--- config.mk ---
export PLATFORM = sky130hd
export DESIGN_NAME = rst_sequencer
export DESIGN_NICKNAME = d
export VERILOG_FILES = /design/src/rtl/rst_sequencer_pkg.sv /design/src/rtl/rst_sequencer_sync2.sv /design/src/rtl/rst_sequencer.sv
export SDC_FILE = /design/constraint.sdc
export NUM_CORES = 1
export LEC_CHECK = 0
export ABC_AREA = 1
export BUFFER_PORTS_ARGS = -buffer_cell sky130_fd_sc_hd__buf_2
export CAP_MARGIN = 40
export CORE_MARGIN = 2
export CORE_UTILIZATION = 60
export DETAILED_ROUTE_END_ITERATION = 16
export PLACE_DENSITY = 0.79
export SLEW_MARGIN = 20
export SYNTH_ARGS = -nofsm -noshare
export SYNTH_HDL_FRONTEND = slang
export SYNTH_SLANG_ARGS = --single-unit
--- constraint.sdc ---
create_clock -name clk_in -period 2.6 [get_ports clk_in]
set_clock_uncertainty 0.15 [all_clocks]
set_input_delay 0 -clock clk_in [delete_from_list [all_inputs] [get_ports clk_in]]
set_output_delay 0 -clock clk_in [all_outputs]
set_load 0.005 [all_outputs]
--- src/rtl/rst_sequencer_pkg.sv ---
// Shared definitions for the staged reset sequencer: the state encoding (also read
// by debug/ILA taps through state_dbg) and counter sizing.
package rst_seq_pkg;

    typedef enum logic [2:0] {
        ST_WAIT_LOCK = 3'd0,
        ST_HOLD      = 3'd1,
        ST_RELEASE   = 3'd2,
        ST_RUN       = 3'd3,
        ST_REQ       = 3'd4,
        ST_FAULT     = 3'd5
    } seq_state_t;

    localparam int LOSS_CNT_W = 8;

    // Width of a counter holding 0..limit-1, never narrower than one bit.
    function automatic int cnt_w(input int limit);
        return (limit > 1) ? $clog2(limit) : 1;
    endfunction

endpackage

--- src/rtl/rst_sequencer_sync2.sv ---
// Generic two-flop synchronizer for slow level signals crossing into the local clock.
module sync2 #(
    parameter int WIDTH = 1
) (
    input  logic             clk,
    input  logic             rst,
    input  logic [WIDTH-1:0] d,
    output logic [WIDTH-1:0] q
);
    logic [WIDTH-1:0] meta;

    always_ff @(posedge clk) begin
        if (rst) begin
            meta <= '0;
            q    <= '0;
        end else begin
            meta <= d;
            q    <= meta;
        end
    end
endmodule

--- src/rtl/rst_sequencer.sv ---
// Lock supervisor for the two-DCM chain: qualifies stable lock, releases the
// downstream resets one stage at a time, and escalates to a DCM re-reset or fault.
//
// state        | meaning
// WAIT_LOCK    | resets held, waiting for both DCMs locked, timeout running
// HOLD         | lock seen, counting consecutive locked cycles
// RELEASE      | releasing stage k when the gap counter reaches k*STAGE_GAP
// RUN          | all stages released, ready high
// REQ          | dcm_rst_req pulse of REQ_CYCLES, lock ignored
// FAULT        | lock never achieved within retry budget; only rst_in leaves
module rst_sequencer
    import rst_seq_pkg::*;
#(
    parameter int NUM_STAGES     = 3,
    parameter int HOLD_CYCLES    = 1024,
    parameter int STAGE_GAP      = 16,
    parameter int TIMEOUT_CYCLES = 65536,
    parameter int REQ_CYCLES     = 64,
    parameter int MAX_RETRIES    = 3
) (
    input  logic                  clk_in,
    input  logic                  rst_in,
    input  logic [1:0]            locked_in,
    output logic [NUM_STAGES-1:0] rst_out,
    output logic                  dcm_rst_req,
    output logic                  ready,
    output logic                  fault,
    output logic [LOSS_CNT_W-1:0] loss_cnt,
    output logic [2:0]            state_dbg
);
    localparam int GAP_SPAN = (NUM_STAGES - 1) * STAGE_GAP;
    localparam int TO_W     = cnt_w(TIMEOUT_CYCLES);
    localparam int HOLD_W   = cnt_w(HOLD_CYCLES);
    localparam int GAP_W    = cnt_w(GAP_SPAN + 1);
    localparam int REQ_W    = cnt_w(REQ_CYCLES);
    localparam int RETRY_W  = cnt_w(MAX_RETRIES);

    localparam logic [TO_W-1:0]    TO_LAST    = TO_W'(TIMEOUT_CYCLES - 1);
    localparam logic [HOLD_W-1:0]  HOLD_LAST  = HOLD_W'(HOLD_CYCLES - 1);
    localparam logic [GAP_W-1:0]   GAP_LAST   = GAP_W'(GAP_SPAN);
    localparam logic [REQ_W-1:0]   REQ_LAST   = REQ_W'(REQ_CYCLES - 1);
    localparam logic [RETRY_W-1:0] RETRY_LAST = RETRY_W'(MAX_RETRIES - 1);

    seq_state_t            state;
    logic [1:0]            locked_sync;
    logic                  lk;
    logic [TO_W-1:0]       to_cnt;
    logic [HOLD_W-1:0]     hold_cnt;
    logic [GAP_W-1:0]      gap_cnt;
    logic [REQ_W-1:0]      req_cnt;
    logic [RETRY_W-1:0]    retry_cnt;
    logic [NUM_STAGES-1:0] rel_mask;

    sync2 #(.WIDTH(2)) u_lock_sync (
        .clk (clk_in),
        .rst (rst_in),
        .d   (locked_in),
        .q   (locked_sync)
    );

    assign lk        = &locked_sync;
    assign state_dbg = state;

    always_comb begin
        rel_mask = '0;
        for (int k = 0; k < NUM_STAGES; k++) begin
            if (gap_cnt == GAP_W'(k * STAGE_GAP)) rel_mask[k] = 1'b1;
        end
    end

    always_ff @(posedge clk_in) begin
        if (rst_in) begin
            state       <= ST_WAIT_LOCK;
            rst_out     <= '1;
            dcm_rst_req <= 1'b0;
            ready       <= 1'b0;
            fault       <= 1'b0;
            loss_cnt    <= '0;
            to_cnt      <= '0;
            hold_cnt    <= '0;
            gap_cnt     <= '0;
            req_cnt     <= '0;
            retry_cnt   <= '0;
        end else begin
            case (state)
                ST_WAIT_LOCK: begin
                    // Resets re-assert here, one cycle after a lock loss is seen.
                    rst_out <= '1;
                    if (lk) begin
                        state     <= ST_HOLD;
                        hold_cnt  <= '0;
                        retry_cnt <= '0;
                        to_cnt    <= '0;
                    end else if (to_cnt == TO_LAST) begin
                        to_cnt <= '0;
                        if (retry_cnt == RETRY_LAST) begin
                            state <= ST_FAULT;
                            fault <= 1'b1;
                        end else begin
                            retry_cnt   <= retry_cnt + 1'b1;
                            state       <= ST_REQ;
                            req_cnt     <= '0;
                            dcm_rst_req <= 1'b1;
                        end
                    end else begin
                        to_cnt <= to_cnt + 1'b1;
                    end
                end
                ST_HOLD: begin
                    if (!lk) begin
                        state  <= ST_WAIT_LOCK;
                        to_cnt <= '0;
                    end else if (hold_cnt == HOLD_LAST) begin
                        state   <= ST_RELEASE;
                        gap_cnt <= '0;
                    end else begin
                        hold_cnt <= hold_cnt + 1'b1;
                    end
                end
                ST_RELEASE, ST_RUN: begin
                    if (!lk) begin
                        state     <= ST_WAIT_LOCK;
                        ready     <= 1'b0;
                        to_cnt    <= '0;
                        hold_cnt  <= '0;
                        gap_cnt   <= '0;
                        retry_cnt <= '0;
                        if (loss_cnt != {LOSS_CNT_W{1'b1}}) loss_cnt <= loss_cnt + 1'b1;
                    end else if (state == ST_RELEASE) begin
                        rst_out <= rst_out & ~rel_mask;
                        if (gap_cnt == GAP_LAST) begin
                            state <= ST_RUN;
                            ready <= 1'b1;
                        end else begin
                            gap_cnt <= gap_cnt + 1'b1;
                        end
                    end
                end
                ST_REQ: begin
                    if (req_cnt == REQ_LAST) begin
                        state       <= ST_WAIT_LOCK;
                        dcm_rst_req <= 1'b0;
                        to_cnt      <= '0;
                    end else begin
                        req_cnt <= req_cnt + 1'b1;
                    end
                end
                ST_FAULT: begin
                    rst_out <= '1;
                    fault   <= 1'b1;
                end
                default: begin
                    state   <= ST_WAIT_LOCK;
                    rst_out <= '1;
                end
            endcase
        end
    end
endmodule

# Word level (Yosys, flattened, before mapping)

Cells that the tools add are included.

Add/sub/neg operators: 6
Eq/ne operators: 34
Mux-type cells: 54
Bitwise operators: 5
Reduce and logical (&&, ||, !) cells: 23

Operator list:

| operator                                       | count |
|---|---|
| 2-to-1 mux 16 bit                              | 4 |
| 2-to-1 mux 6 bit                               | 9 |
| one-hot mux 16 bit (3 select lines)            | 1 |
| 2-to-1 mux 10 bit                              | 4 |
| 2-to-1 mux 3 bit                               | 10 |
| one-hot mux 10 bit (3 select lines)            | 1 |
| != test 2 bit (second input constant)          | 14 |
| one-hot mux 6 bit (2 select lines)             | 2 |
| AND reduction 5 bit                            | 4 |
| != test 3 bit (second input constant)          | 6 |
| adder 16 x 1 -> 16 bit (second input constant) | 1 |
| equality test 16 bit (second input constant)   | 1 |
| one-hot mux 3 bit (5 select lines)             | 1 |
| 2-to-1 mux 1 bit                               | 14 |
| adder 6 x 1 -> 6 bit (second input constant)   | 2 |
| equality test 6 bit (second input constant)    | 2 |
| AND reduction 3 bit                            | 4 |
| adder 10 x 1 -> 10 bit (second input constant) | 1 |
| equality test 10 bit (second input constant)   | 1 |
| adder 8 x 1 -> 8 bit (second input constant)   | 1 |
| 2-to-1 mux 2 bit                               | 4 |
| != test 8 bit (second input constant)          | 1 |
| AND reduction 4 bit                            | 2 |
| nonzero test 2 bit                             | 4 |
| other kinds (20)                               | 28 |

Flip-flop bits (word level): 61
Bits of input ports: 4
Output and inout bits: 17
Word-level logic and storage cells: 135

# Longest topological paths before layout

Gate-level depths: netlist of run 1.

Depth after elaboration: 7
Gate-level depth with buffers: 11
Depth with buffers taken out: 11

# By module

A second synthesis of run 1 with hierarchy kept.

Cells, all modules: 502
Area total of the unflattened synthesis: 3345.7 um^2

Modules (own cells, without submodules):

| module        | times used | cells an instance | area each (um^2) | sequential area each (um^2) |
|---|---|---|---|---|
| rst_sequencer | 1          | 490               | 3235.6           | 1141.1 |
| sync2         | 1          | 12                | 110.1            | 80.1 |

# Worst setup path after synthesis of run 1

No wires, ideal clock.

Path kind: register to register
From: register to_cnt[0]
To: register req_cnt[5]
Library setup time: 0.113 ns
Arrival time: 1.404 ns
Data required time: 2.337 ns
Slack: 0.933 ns
Cell stages (with the launch flop): 9
Path buffers: 0
Period minus slack after synthesis: 1.667 ns
Cell sequence: dfxtp_1 > ha_1 > nand3_1 > nor2_1 > nand2_1 > o21ai_2 > nand2_2 > nor2_1 > nor2_1

Word-level cells in the longest chain between the ends: 3

RTL lines:

| what                                 | line                 | text |
|---|---|---|
| start: declaration                   | rst_sequencer.sv:47  | `logic [TO_W-1:0] to_cnt;` |
| start signal: assignment             | rst_sequencer.sv:106 | `to_cnt <= to_cnt + 1'b1;` |
| equality test 16 bit                 | rst_sequencer.sv:94  | `end else if (to_cnt == TO_LAST) begin` |
| != test 2 bit (no source line)       | n/a                  |  |
| AND reduction 5 bit (no source line) | n/a                  |  |
| end signal: assignment               | rst_sequencer.sv:145 | `req_cnt <= req_cnt + 1'b1;` |
| end: declaration                     | rst_sequencer.sv:50  | `logic [REQ_W-1:0] req_cnt;` |

Every way passes these cells.
A chain may end at the register's enable or synchronous reset.

# Worst setup path after layout of run 1

From: register state[2] (netlist: state_dbg[2])
To: register gap_cnt[1]

Word-level cells in the longest chain between the ends: 4
Elaborated cells on any way between the ends: 11
Classes of those cells: eq/ne: 7; mux: 1; reduce/logical: 3

RTL lines:

| what                                                                 | line                                      | text |
|---|---|---|
| start: declaration                                                   | rst_sequencer.sv:44                       | `seq_state_t state;` |
| start signal: assignment                                             | rst_sequencer.sv:73                       | `state <= ST_WAIT_LOCK;` |
| start signal: assignment                                             | rst_sequencer.sv:90                       | `state <= ST_HOLD;` |
| start signal: assignment                                             | rst_sequencer.sv:97                       | `state <= ST_FAULT;` |
| equality test 3 x 2 -> 1 bit, on equally long branches               | rst_sequencer.sv:85, rst_sequencer.sv:129 |  |
| OR reduction 2 bit                                                   | rst_sequencer.sv:85                       | `case (state)` |
| != test 3 bit (no source line) or nonzero test 2 bit (tied branches) | n/a                                       |  |
| AND reduction 5 bit (no source line)                                 | n/a                                       |  |
| end signal: assignment                                               | rst_sequencer.sv:135                      | `gap_cnt <= gap_cnt + 1'b1;` |
| end: declaration                                                     | rst_sequencer.sv:49                       | `logic [GAP_W-1:0] gap_cnt;` |

Several ways; a longest one is shown, not always the timed one.

==> results of run 1 <==
[kinds of logic after synthesis]
family / Yosys count
AND/OR/NAND/NOR: 302
buffers and inverters: 79
flip-flops: 61
AO/OA/AOI/OAI: 59
XOR/XNOR: 14
adder cells (fa/ha/maj): 7
[registers in the layout, summed over array words and instances (netlist names)]
name              count
gap_cnt               6
dcm_rst_req           1
u_lock_sync.meta      2
rst_out               3
hold_cnt             10
req_cnt               6
u_lock_sync.q         2
ready                 1
retry_cnt             2
loss_cnt              8
state_dbg             3
fault                 1
to_cnt               16
[final cells by class]
cell class | count | share of cell area
multi-input cells | 382 | 0.508
flip-flops and latches | 61 | 0.311
inverters | 68 | 0.0662
clock buffers | 11 | 0.0385
repair buffers | 25 | 0.0376
well taps | 75 | 0.0239
clock inverters | 5 | 0.0150
[worst reg2reg max path, cell delays in order (launching register included)]
cell and delay [ns]:
dfxtp_1 0.65, inv_2 0.15, nand2_4 0.14, nor2_4 0.07, nand2_1 0.10, nand2_1 0.07, a21oi_2 0.17, nand2_2 0.14
o21ai_0 0.17, nor2_1 0.07
[path summary, 6_finish.rpt]
path	from	to	slack, ns	cells past startpoint
max	state_dbg[2]	gap_cnt[1]	0.61	9
max reg2reg	state_dbg[2]	gap_cnt[1]	0.61	9
min	u_lock_sync.meta[1]	u_lock_sync.q[1]	0.25	2
min reg2reg	u_lock_sync.meta[1]	u_lock_sync.q[1]	0.25	2
[power by group]
group | leakage (nW) | internal (W) | switching [W]
combinational | 1.08 | 0.000426 | 0.000843
sequential | 0.495 | 0.00106 | 0.000148
clock | 0.102 | 0.000495 | 0.000395
[what timing repair did]
action / 4_1_cts / 5_1_grt
endpoints found under the setup margin: 0 / 0
hold buffers: 4 / 0
endpoints found under the hold margin: 4 / 0
[per-stage QoR]
stage,cells,power [W],hold slack (ns),utilization
6_report,627,0.00336,0.252,0.676
5_1_grt,627,0.00359,0.279,0.676
3_3_place_gp,607,0.00243,0.0510,0.633
3_5_place_dp,607,0.00248,0.0601,0.633
2_1_floorplan,522,0.00224,-0.0430,-
4_1_cts,627,0.00338,0.252,0.676
[metal layers]
| layer | vias to the layer above | part of all wire | global-route usage |
|---|---|---|---|
| met5 | - | 0 | 0 |
| met4 | 0 | 0.019 | 0.102 |
| met3 | 15 | 0.046 | 0.0389 |
| met2 | 90 | 0.47 | 0.423 |
| met1 | 1488 | 0.46 | 0.319 |
| li1 | 1716 | - | - |
[cells in the mapped netlist (2+ instances only)]
cell	number
nor4_1	2
buf_2	2
nor2_4	6
xor2_1	9
nand3_2	2
nand2_2	5
or2_2	3
nand3b_1	3
nand2_1	118
dfxtp_1	61
nor3_4	2
nor2_1	87
a21oi_1	27
o21ai_0	20
nor3_1	12
xnor2_1	5
o21ai_1	2
buf_6	3
nand2_4	8
inv_1	58
ha_1	7
nand3_1	36
a21oi_2	3
inv_2	8
inv_4	2
nand4_1	10
clkbuf_1	5
nor2_2	3
==> run_results.csv, run 1 <==
group,metric,value,unit
routing,dr_total_vias,3309,
power_and_ir_drop,irDropWorstVdd,0.440,mV
global_route,first_global_vias,3049,
worst_setup_path,crit_buf_inv,1,
timing,setup_viol_count_final,0,
placement,port_buffers,20,
floorplan,rows,28,
logic_synthesis,synth_compound_area_frac,0.0927,
timing,slew_headroom,0.502,
cells_and_area,mostFrequentLayoutCells,"nand2_1 (118), nor2_1 (87), dfxtp_1 (61), inv_1 (58), nand3_1 (36)",
logic_synthesis,syn-num-nets,533,
global_route,grt_first_pass_wirelength,13100,um
timing,period_share,0.766,
logic_synthesis,synth_top_area_share,0.344,
logic_synthesis,synth_area_leader_cell,"dfxtp_1",
clock_tree,cts_max_level,3,
logic_synthesis,synthArstFlopShare,0,
routing,dr.first_iter.drc_count,185,
worst_setup_path,crit_fanout,9,
logic_synthesis,synth_fa_ha_area_frac,0.0247,
logic_synthesis,ys_top_cells_by_area,"dfxtp_1 (34%), nand2_1 (12%), nor2_1 (9.2%)",
routing,drt-pass1-iter-count,4,
timing,layout_setup_ws,0.608,ns
floorplan,initial_core_util,0.610,
worst_hold_path,hp-class,"reg2reg",
power_and_ir_drop,p_per_area,856,nW/um^2
clock_tree,cts_sinks,61,
worst_setup_path,endpoint_kind,"register",
clock_tree,clk_latency,0.34,ns
timing,tns,0,ns
timing,tightest_slew,0.746,ns
worst_setup_path,critPathTopFamily,"flip-flops",
logic_synthesis,synth_top_family_by_area,"simple AND/OR/NAND/NOR gates",
worst_setup_path,cp-start-kind,"register",
floorplan,die_x,80.9,um
logic_synthesis,synth_seq_cells,61,
worst_setup_path,cp.arrival,2.07,ns
logic_synthesis,synthCells,522,
routing,drc,0,
placement,gp_congestion,0.904,
floorplan,die_area,6550,sq um
worst_setup_path,slowest_stage,"dfxtp_1",
global_route,antenna_found_initial,0,
cells_and_area,fill_cells,535,
cells_and_area,drive_gt1_frac,0.156,
cells_and_area,final_common_cell,"nand2_1",
floorplan,die_h,80.9,um
worst_setup_path,slowest_delay,0.65,ns
clock_tree,clk_pin_slew,0.07,ns
timing,finalCriticalPeriod,1.99,ns
global_route,grt_max_degree,28,
clock_tree,cts_made_buffers,9,
timing,slew_violations,0,
logic_synthesis,yosys.area_share.simple,0.411,
logic_synthesis,ys.flop_type,"dfxtp_1",
routing,wl_per_cell,12.2,um
cells_and_area,multi_input_area,2000,sq um
logic_synthesis,yosysWarnings,0,
worst_setup_path,critPathRequiredTime,2.68,ns
timing,fmax,502,MHz
routing,vias_per_cell,5.28,
global_route,grt.total_usage,0.250,
logic_synthesis,synth_cell_types,41,
timing,hold_violations,0,
clock_tree,cts-resized-gates,0,
worst_setup_path,critPathKind,"reg2reg",
cells_and_area,seq_area,1220,sq um
floorplan,io_pins,21,
worst_setup_path,crit_path_frequent_cell,"nand2_1",
clock_tree,cts_tree,"done",
timing,rsz0062_at_grt,"false",
logic_synthesis,syn_area,3550,sq um
clock_tree,cts_root_buf,"clkbuf_8",
routing,drtAntennaViolNets,0,
job,cap_violations,0,
run_status,status,"complete, no violations",
cells_and_area,final_area,3930,sq um
power_and_ir_drop,p_leak,1.68,nW
floorplan,core,5820,sq um
logic_synthesis,synth_xor_area_frac,0.0345,
clock_tree,cts_setup_buffers,0,
cells_and_area,antenna_cells,0,
global_route,gr-total-overflow,0,
placement,placed_area,3680,sq um
placement,dp_hpwl,5350,um
routing,drt-total-wl,7660,um
placement,dpl_worst_slack,0.627,ns
logic_synthesis,synth.avg_cell_area,6.80,sq um
clock_tree,cts_buffer_depth,2,
logic_synthesis,synth_edf_count,0,
worst_setup_path,path_cells,"inv_2, nand2_4, nor2_4, nand2_1, nand2_1, a21oi_2, nand2_2, o21ai_0, nor2_1",
cells_and_area,syn2layout_area_growth,10.8,%
logic_synthesis,seq_area_frac_synth,0.344,
logic_synthesis,synthMuxAreaShare,0,
cells_and_area,nets,558,
Power figures use the tool's default switching activity.
==> run 2, diff against run 1 <==
ABC_AREA = 0   (was 1)
CORE_UTILIZATION = 54   (was 60)
PLACE_DENSITY = 0.75   (was 0.79)
clock period = 1.7 ns   (was 2.6 ns; I/O delays follow)
==> run_results.csv, run 2 <==
group,metric,value,unit
floorplan,io_pins,21,
clock_tree,clk_pin_slew,0.07,ns
timing,finalCriticalPeriod,2.06,ns
logic_synthesis,synthArstFlopShare,0,
cells_and_area,reg_top3,"to_cnt: 16 flops, hold_cnt: 10 flops, loss_cnt: 8 flops",
clock_tree,cts_made_buffers,9,
worst_setup_path,critPathKind,"reg2reg",
run_status,violations,"setup timing",
floorplan,die_h,81.6,um
worst_setup_path,critPathRequiredTime,1.80,ns
global_route,grt_max_degree,30,
timing,slew_violations,0,
routing,drc,0,
cells_and_area,fill_cells,292,
routing,dr.first_iter.drc_count,345,
logic_synthesis,synthTopCellsByCount,"dfxtp_1 (61), nor2_1 (43), a21oi_1 (27), nand2_1 (27), nand3_1 (21)",
worst_setup_path,reg2reg_from,"gap_cnt[0]",
clock_tree,cts_max_level,3,
worst_setup_path,rrSetupSlack,-0.36,ns
power_and_ir_drop,p_per_area,560,nW/um^2
cells_and_area,drive_gt1_frac,0.493,
floorplan,initial_core_util,0.553,
global_route,grt.total_usage,0.291,
placement,placed_area,4210,sq um
clock_tree,clk_latency,0.36,ns
timing,setup_viol_count_final,47,
cells_and_area,syn2layout_area_growth,53.8,%
logic_synthesis,synth_area_leader_cell,"dfxtp_1",
worst_setup_path,cp.arrival,2.16,ns
power_and_ir_drop,irDropWorstVdd,0.481,mV
logic_synthesis,syn-num-nets,391,
floorplan,rows,28,
cells_and_area,final_common_cell,"buf_4",
power_and_ir_drop,pwr-share-seq,0.517,
cells_and_area,nets,530,
cells_and_area,regMostFlops,"to_cnt",
floorplan,die_x,81.6,um
placement,port_buffers,20,
global_route,gr-total-overflow,0,
routing,drtAntennaViolNets,0,
worst_setup_path,reg2reg_depth,7,
worst_setup_path,rr_endpoint,"state_dbg[0]",
logic_synthesis,ys_top_cells_by_area,"dfxtp_1 (38%), nor2_1 (5.0%), a21oi_1 (4.2%)",
timing,slew_headroom,0.573,
timing,period_share,1.21,
timing,tns,-7.39,ns
power_and_ir_drop,combPwrFrac,0.042,
logic_synthesis,syn_area,3250,sq um
timing,tightest_slew,0.640,ns
run_status,status,"finished, violations left",
timing,hold_violations,0,
logic_synthesis,synthCells,380,
cells_and_area,largest_reg_flops,16,
placement,dp_hpwl,6120,um
logic_synthesis,synth_cell_types,69,
worst_hold_path,hp-class,"in2reg",
cells_and_area,multi_input_area,2340,sq um
placement,gp_congestion,0.833,
cells_and_area,final_core_util,0.849,
clock_tree,cts_sinks,61,
job,cap_violations,0,
clock_tree,cts_root_buf,"clkbuf_8",
worst_setup_path,startpoint,"gap_cnt[0]",
worst_setup_path,endpoint_kind,"register",
cells_and_area,mostFrequentLayoutCells,"buf_4 (106), dfxtp_1 (42), nor2_1 (31), nand2_1 (26), buf_2 (20)",
routing,drt-pass1-iter-count,5,
logic_synthesis,synth.avg_cell_area,8.56,sq um
power_and_ir_drop,power.switching,0.000670,W
routing,wl_per_cell,19.2,um
logic_synthesis,synth_edf_count,0,
routing,drt-total-wl,11500,um
floorplan,die_area,6660,sq um
routing,vias_per_cell,6.21,
power_and_ir_drop,p_leak,1.95,nW
logic_synthesis,yosysWarnings,0,
logic_synthesis,synth_seq_cells,61,
timing,fmax,485,MHz
worst_setup_path,cp-start-kind,"register",
logic_synthesis,seq_area_frac_synth,0.376,
worst_setup_path,crit_fanout,2,
power_and_ir_drop,clkPwrFrac,0.442,
cells_and_area,antenna_cells,0,
floorplan,core,5890,sq um
clock_tree,cts_tree,"done",
worst_setup_path,endpoint,"state_dbg[0]",
power_and_ir_drop,p_int,0.00213,W
logic_synthesis,synth_top_area_share,0.376,
power_and_ir_drop,p_sw_frac,0.239,
global_route,antenna_found_initial,0,
clock_tree,cts_buffer_depth,2,
timing,rsz0062_at_grt,"true",
cells_and_area,seq_area,1250,sq um
timing,layout_setup_ws,-0.363,ns
logic_synthesis,post-synth-top-count-cell,"dfxtp_1",
logic_synthesis,ys.flop_type,"dfxtp_1",
routing,dr_total_vias,3711,
cells_and_area,final_area,5000,sq um
global_route,first_global_vias,3319,
global_route,grt_first_pass_wirelength,15000,um
==> run 2: cell count changes after synthesis, sizes merged, moves of 6 or more <==
| cell | previous run | this run |
|---|---|---|
| nor2b | 0 | 10 |
| a311oi | 0 | 6 |
| nand2b | 0 | 10 |
| inv | 68 | 10 |
| nand2 | 132 | 28 |
| or3 | 0 | 7 |
| nand3 | 38 | 22 |
| nor2 | 97 | 45 |
==> run 2: area by class of cell <==
type	instances	area share
clock buffers	14	0.0345
clock inverters	1	0.00100
flip-flops and latches	61	0.250
repair buffers	143	0.219
well taps	75	0.0188
multi-input cells	294	0.469
inverters	10	0.00751
==> run 2: worst min path at each step <==
stage / start / cells past startpoint / slack (ns) / to
floorplan: locked_in[0] / 1 / -0.02 / u_lock_sync.meta[0]
global placement: locked_in[1] / 2 / 0.06 / u_lock_sync.meta[1]
detailed placement: locked_in[1] / 2 / 0.07 / u_lock_sync.meta[1]
CTS: locked_in[0] / 3 / 0.25 / u_lock_sync.meta[0]
global route: locked_in[0] / 3 / 0.29 / u_lock_sync.meta[0]
finish: locked_in[0] / 3 / 0.25 / u_lock_sync.meta[0]
==> run 2: timing repair <==
action,in CTS,in global routing
setup buffers,7,14
gates cloned,1,1
hold endpoints to repair,7,0
pin swaps,13,33
hold buffers,3,0
resized for setup,40,64
setup endpoints to repair,50,53
==> run 2: routing by layer <==
layer | wire (um) | vias up | track usage
li1 | - | 1667 | -
met1 | 4660 | 1788 | 0.348
met2 | 5560 | 198 | 0.508
met3 | 739 | 58 | 0.0505
met4 | 498 | 0 | 0.133
met5 | 0 | - | 0
==> run 2: critical path: stages (launching register included) <==
cell	delay, ns
dfxtp_2	0.33
inv_2	0.08
ha_4	0.12
or3b_4	0.41
o31ai_4	0.20
nand3_1	0.11
a21o_1	0.24
mux2_4	0.32
==> run 2: per-stage QoR <==
step / hold slack, ns / total power (W) / instances / worst slack [ns]
2_1_floorplan: -0.0218 / 0.00153 / 380 / -0.192
3_3_place_gp: 0.0562 / 0.00156 / 560 / -0.232
3_5_place_dp: 0.0658 / 0.00157 / 560 / -0.330
4_1_cts: 0.247 / 0.00278 / 586 / -0.310
5_1_grt: 0.287 / 0.00287 / 598 / -0.405
6_report: 0.250 / 0.00280 / 598 / -0.363
==> run 2: kinds of logic after synthesis <==
| kind of cell | share of synthesized area |
|---|---|
| AOI/OAI and AO/OA | 0.209 |
| xor gates and xnor gates | 0.0431 |
| adders and majority gates | 0.0269 |
| buffers and inverters | 0.0423 |
| DFF | 0.376 |
| muxes | 0.0200 |
| and+or+nand+nor | 0.283 |
==> run 2: power groups by stage <==
| stage | Clock [W] | Combinational [W] | Sequential (W) |
|---|---|---|---|
| 2_1_floorplan | 0 | 0.0000470 | 0.00148 |
| 3_3_place_gp | 0 | 0.0000847 | 0.00148 |
| 3_5_place_dp | 0 | 0.0000880 | 0.00148 |
| 4_1_cts | 0.00122 | 0.000112 | 0.00145 |
| 5_1_grt | 0.00130 | 0.000125 | 0.00145 |
| 6_report | 0.00124 | 0.000116 | 0.00145 |
